## config.mk

```make
export PLATFORM = sky130hd
export DESIGN_NAME = mem_requester
export DESIGN_NICKNAME = d
export VERILOG_FILES = /design/src/rtl/mem_requester_pkg.sv /design/src/rtl/mem_requester_sat_counter.sv /design/src/rtl/mem_requester.sv
export SDC_FILE = /design/constraint.sdc
export NUM_CORES = 1
export LEC_CHECK = 0
export CORE_MARGIN = 5
export CORE_UTILIZATION = 45
export DETAILED_ROUTE_END_ITERATION = 6
export GPL_TIMING_DRIVEN = 0
export HOLD_SLACK_MARGIN = 0.05
export PLACE_DENSITY_LB_ADDON = 0.25
export SLEW_MARGIN = 20
export SYNTH_ARGS = -nofsm -noshare
export SYNTH_HDL_FRONTEND = slang
export SYNTH_SLANG_ARGS = --single-unit
```

## constraint.sdc

```tcl
create_clock -name CLK -period 3.2 [get_ports CLK]
set_input_delay 0.64 -clock CLK [delete_from_list [all_inputs] [get_ports CLK]]
set_output_delay 0.64 -clock CLK [all_outputs]
set_load 0.05 [all_outputs]
```

## src/rtl/mem_requester_pkg.sv

```systemverilog
// Shared encodings for the shared-RAM requester: FSM states and Mem_Ctrl bit layout.
package mem_requester_pkg;

    localparam logic [1:0] MRQ_IDLE   = 2'd0;
    localparam logic [1:0] MRQ_REQ    = 2'd1;
    localparam logic [1:0] MRQ_RDWAIT = 2'd2;
    localparam logic [1:0] MRQ_FIN    = 2'd3;

    localparam int MC_RDEN = 0;
    localparam int MC_WREN = 1;

    // Exactly one of rden/wren is set; the upper two control bits are always 0.
    function automatic logic [3:0] mc_encode(input logic is_write);
        logic [3:0] mc;
        mc          = 4'b0000;
        mc[MC_RDEN] = ~is_write;
        mc[MC_WREN] = is_write;
        return mc;
    endfunction

endpackage

```

## src/rtl/mem_requester_sat_counter.sv

```systemverilog
// Saturating up-counter with synchronous clear and count enable.
module sat_counter #(
    parameter int W = 8
) (
    input  logic         CLK,
    input  logic         rst,
    input  logic         clr,
    input  logic         en,
    output logic [W-1:0] count
);

    always_ff @(posedge CLK) begin
        if (rst || clr)
            count <= '0;
        else if (en && (count != '1))
            count <= count + 1'b1;
    end

endmodule

```

## src/rtl/mem_requester.sv

```systemverilog
// Core-side initiator: turns a one-cycle access command into an arbiter request,
// holds it until granted, then waits out the RAM read latency and returns data.
module mem_requester
    import mem_requester_pkg::*;
#(
    parameter logic [7:0] CORE_ID  = 8'd0,
    parameter int         AW       = 8,
    parameter int         DW       = 8,
    parameter int         READ_LAT = 1
) (
    input  logic          CLK,
    input  logic          rst,
    input  logic          start,
    input  logic          we,
    input  logic [AW-1:0] addr,
    input  logic [DW-1:0] wdata,
    output logic [3:0]    Mem_Ctrl,
    output logic [AW-1:0] Address,
    output logic [DW-1:0] Dout,
    input  logic [DW-1:0] Din,
    input  logic          acq,
    output logic [DW-1:0] rdata,
    output logic          done,
    output logic          busy,
    output logic [7:0]    stall_cnt,
    output logic [7:0]    dbg_id
);

    localparam logic [1:0] LAT_INIT = 2'(READ_LAT - 1);

    logic [1:0] state;
    logic [1:0] lat_cnt;
    logic       accept;
    logic       stall_en;

    // FIN accepts a new command too, so back-to-back accesses keep busy high.
    assign accept   = start && ((state == MRQ_IDLE) || (state == MRQ_FIN));
    assign stall_en = (state == MRQ_REQ) && !acq;
    assign done     = (state == MRQ_FIN);
    assign busy     = (state != MRQ_IDLE);
    assign dbg_id   = CORE_ID;

    always_ff @(posedge CLK) begin
        if (rst) begin
            state    <= MRQ_IDLE;
            lat_cnt  <= '0;
            Mem_Ctrl <= '0;
            Address  <= '0;
            Dout     <= '0;
            rdata    <= '0;
        end else begin
            case (state)
                MRQ_IDLE, MRQ_FIN: begin
                    if (accept) begin
                        Address  <= addr;
                        Dout     <= wdata;
                        Mem_Ctrl <= mc_encode(we);
                        state    <= MRQ_REQ;
                    end else begin
                        state    <= MRQ_IDLE;
                    end
                end
                MRQ_REQ: begin
                    if (acq) begin
                        Mem_Ctrl <= '0;
                        if (Mem_Ctrl[MC_WREN]) begin
                            state <= MRQ_FIN;
                        end else begin
                            lat_cnt <= LAT_INIT;
                            state   <= MRQ_RDWAIT;
                        end
                    end
                end
                MRQ_RDWAIT: begin
                    // RAMq holds the data in the cycle the counter reaches zero.
                    if (lat_cnt == 2'd0) begin
                        rdata <= Din;
                        state <= MRQ_FIN;
                    end else begin
                        lat_cnt <= lat_cnt - 2'd1;
                    end
                end
                default: state <= MRQ_IDLE;
            endcase
        end
    end

    sat_counter #(.W(8)) u_stall (
        .CLK   (CLK),
        .rst   (rst),
        .clr   (accept),
        .en    (stall_en),
        .count (stall_cnt)
    );

endmodule
```

==> results.toml <==
[run_status]
status = "finished clean"

[logic_synthesis]
synthTopCellsByArea = "dfxtp_1 (44%), nand2_1 (9.8%), a21oi_1 (8.2%), ha_1 (5.8%), buf_4 (4.4%)"
yosysTopAreaCell = "dfxtp_1"
ys_ff_latch = 38
ys.warnings.count = 0
ys.flop_type = "dfxtp_1"
post-synth-top-area-fraction_pct = 44.3
ys_seq_area_share_pct = 44.3
synthTopCellsByCount = "nand2_1 (45), dfxtp_1 (38), a21oi_1 (28)"
synth_edf_count = 0
synth_area_sq_um = 1720
async_flop_share_pct = 0
syn-instance-count = 207
synth_most_common_cell = "nand2_1"
ys_types = 34
synth.avg_cell_area_sq_um = 8.29

[global_route]
overflow = 0
met1_usage_pct = 19.4
antenna_found_initial = 0
grtUsageMet2_pct = 26.1
grt_first_pass_wirelength_mm = 6.56
grt_use_total_pct = 16.1
first_global_vias = 1507
use_met3_pct = 4.77
grt_start_max_net_pins = 12
grt_busiest_layer = "met2"

[timing]
slew_headroom_pct = 65.0
skew_ns = 0.00316
finalCritPeriodShare_pct = 77.6
hold_viol = 0
hold_slack_ns = 0.452
grt_setup_unrepaired = "false"
setup_violations = 0
setup_slack_ns = 0.716
fmaxAchievable_mhz = 403
finalSetupTns_ns = 0
worstMarginPinSlew_ns = 0.524
drv_slew = 0
min_period_ns = 2.48

[hold_path]
min-delay-start = "rdata[6]$_SDFFE_PP0P_"
holdPathStages = 2
hold_class = "reg2reg"

[power_and_ir_drop]
p_clk_share_pct = 21.8
vdd_drop_max_v = 0.000530
internal-power_uw = 1110
power.total_uw = 1880
p_seq_share_pct = 32.0
combPwrFrac_pct = 46.2
p_switching_uw = 766
power.density_nw_per_um2 = 733
swShare_pct = 40.8
p_leak_uw = 0.00101

[critical_path]
path_common_cell = "inv_1"
startpoint = "state[0]$_SDFFE_PP0P_"
cp_max_fo = 5
cp_cell_sequence = "inv_1, ha_1, inv_1, clkdlybuf4s50_1"
cp_data_arrival_time_ns = 1.84
crit_required_ns = 2.56
worstSetupPathType = "reg2out"
reg2reg_from = "state[0]$_SDFFE_PP0P_"
r2r_cells = 7
crit_path_start_kind = "flop"
end_kind = "primary output"
crit_path_max_incr_delay_ns = 0.79
slowest_stage = "clkdlybuf4s50_1"

[route]
drtIter0Drc = 111
vias = 1556
post_drt_wl_per_cell_microns = 11.9
drc = 0
dr.pass1.iters = 4
ant_nets = 0
via_per_inst = 4.64
finalWirelength_mm = 3.97

[floorplanning]
io_pins = 75
die_w_microns = 71.8
start_util_pct = 46.5
die_area_sq_um = 5150
fp.dieH_microns = 71.8
placementRows = 22
fp.coreArea_sq_um = 3690

[cts]
path_clk_slew_ns = 0.07
cts_buffers = 5
cts.sinks = 38
cts_resized = 0
cts_tree = "built"
cts-root-buf = "clkbuf_8"
cts.htree.levels = 2
post_cts_buffers = 0
clk_latency_ns = 0.28
holdBufCountCts = 0
cts_max_path_buffers = 2

[placed_design]
gp_congestion = 0.769
port_buffers = 64
hpwl_mm = 3.01
place_ws_ns = 0.939

[run]
drv_cap = 0

[final_layout]
diodes = 0
drive_gt1_share_pct = 9.06
final_nets = 324
area_growth_pct = 49.3
fillers = 315
-- metrics by stage --
step           area (sq um)  instances  util (%)
2_1_floorplan          1750        216         -
3_3_place_gp           2450        328      66.5
3_5_place_dp           2450        328      66.5
4_1_cts                2560        335      69.5
5_1_grt                2560        335      69.5
6_report               2560        335      69.5
-- kinds of logic (layout without fill, tap and decap cells) --
family                   after synthesis  after routing  share of synthesized area (%)
AO/OA/AOI/OAI                         39             39                           12.8
other                                  1             10                          0.218
adder cells (fa/ha/maj)                8              8                           5.83
flip-flops                            38             38                           44.3
multiplexers                           6              6                           3.50
XOR/XNOR                               2              2                           1.02
buffers and inverters                 28             99                           8.38
AND/OR/NAND/NOR                       85             85                           24.0
-- worst max-delay path: cells and delay by family, from the launching register on --
family	cells	cell delay (ns)
flops	1	0.41
buf+inv	3	0.95
fa+ha+maj	1	0.21
-- registers in the layout, indices dropped and copies added (netlist names) --
register       count
lat_cnt            2
rdata              8
Mem_Ctrl           2
u_stall.count      8
Dout               8
Address            8
state              2
-- power groups by stage --
stage | Clock [uW] | Sequential, uW | Combinational (uW)
after CTS | 424 | 601 | 876
final | 409 | 601 | 868
after floorplan | 0 | 832 | 394
after global routing | 444 | 613 | 937
after global placement | 0 | 610 | 867
after detailed placement | 0 | 613 | 871
-- metal layers --
| metal | vias up | routed length (microns) |
|---|---|---|
| met4 | 0 | 27 |
| met1 | 680 | 1770 |
| met5 | - | 0 |
| li1 | 832 | - |
| met3 | 2 | 320 |
| met2 | 42 | 1860 |
-- layout by cell type, fill, tap and decap left out --
cell	count
and4b_2	1
o31ai_1	1
nand2_1	45
nand2b_1	2
mux2i_1	6
nor2_1	13
nor3b_1	2
nor3_1	2
or2b_1	1
o21ai_0	4
ha_1	8
o2111ai_1	1
inv_1	8
clkdlybuf4s50_1	64
buf_2	1
a21oi_2	1
a21oi_1	28
nand3_1	9
clkbuf_1	9
clkbuf_8	6
bufinv_16	1
and3_1	1
and2b_4	1
nor2b_1	1
conb_1	10
nand4_4	1
or3_2	1
o21a_1	1
nand4_1	2
xor2_1	2
a2111oi_0	1
or4_4	1
a311o_1	1
buf_4	10
and2b_2	2
o211ai_1	1
dfxtp_1	38
-- final timing paths --
check	to	slack (ns)
setup / recovery	busy	0.72
hold / removal	rdata[6]$_SDFFE_PP0P_	0.45
setup reg to reg	Address[6]$_SDFFE_PP0P_	1.23
hold reg to reg	rdata[6]$_SDFFE_PP0P_	0.45
-- layout make-up --
type	instances	area (sq um)	area share, %
clock inverters	1	30.0	1.17
plain buffers	20	114	4.44
flip-flops and latches	38	761	29.7
inverters	8	30.0	1.17
well taps	48	60.1	2.34
repair buffers	64	641	25.0
clock buffers	6	82.6	3.22
multi-input cells	150	846	33.0
Note: power is estimated with default switching activity, not from simulation.
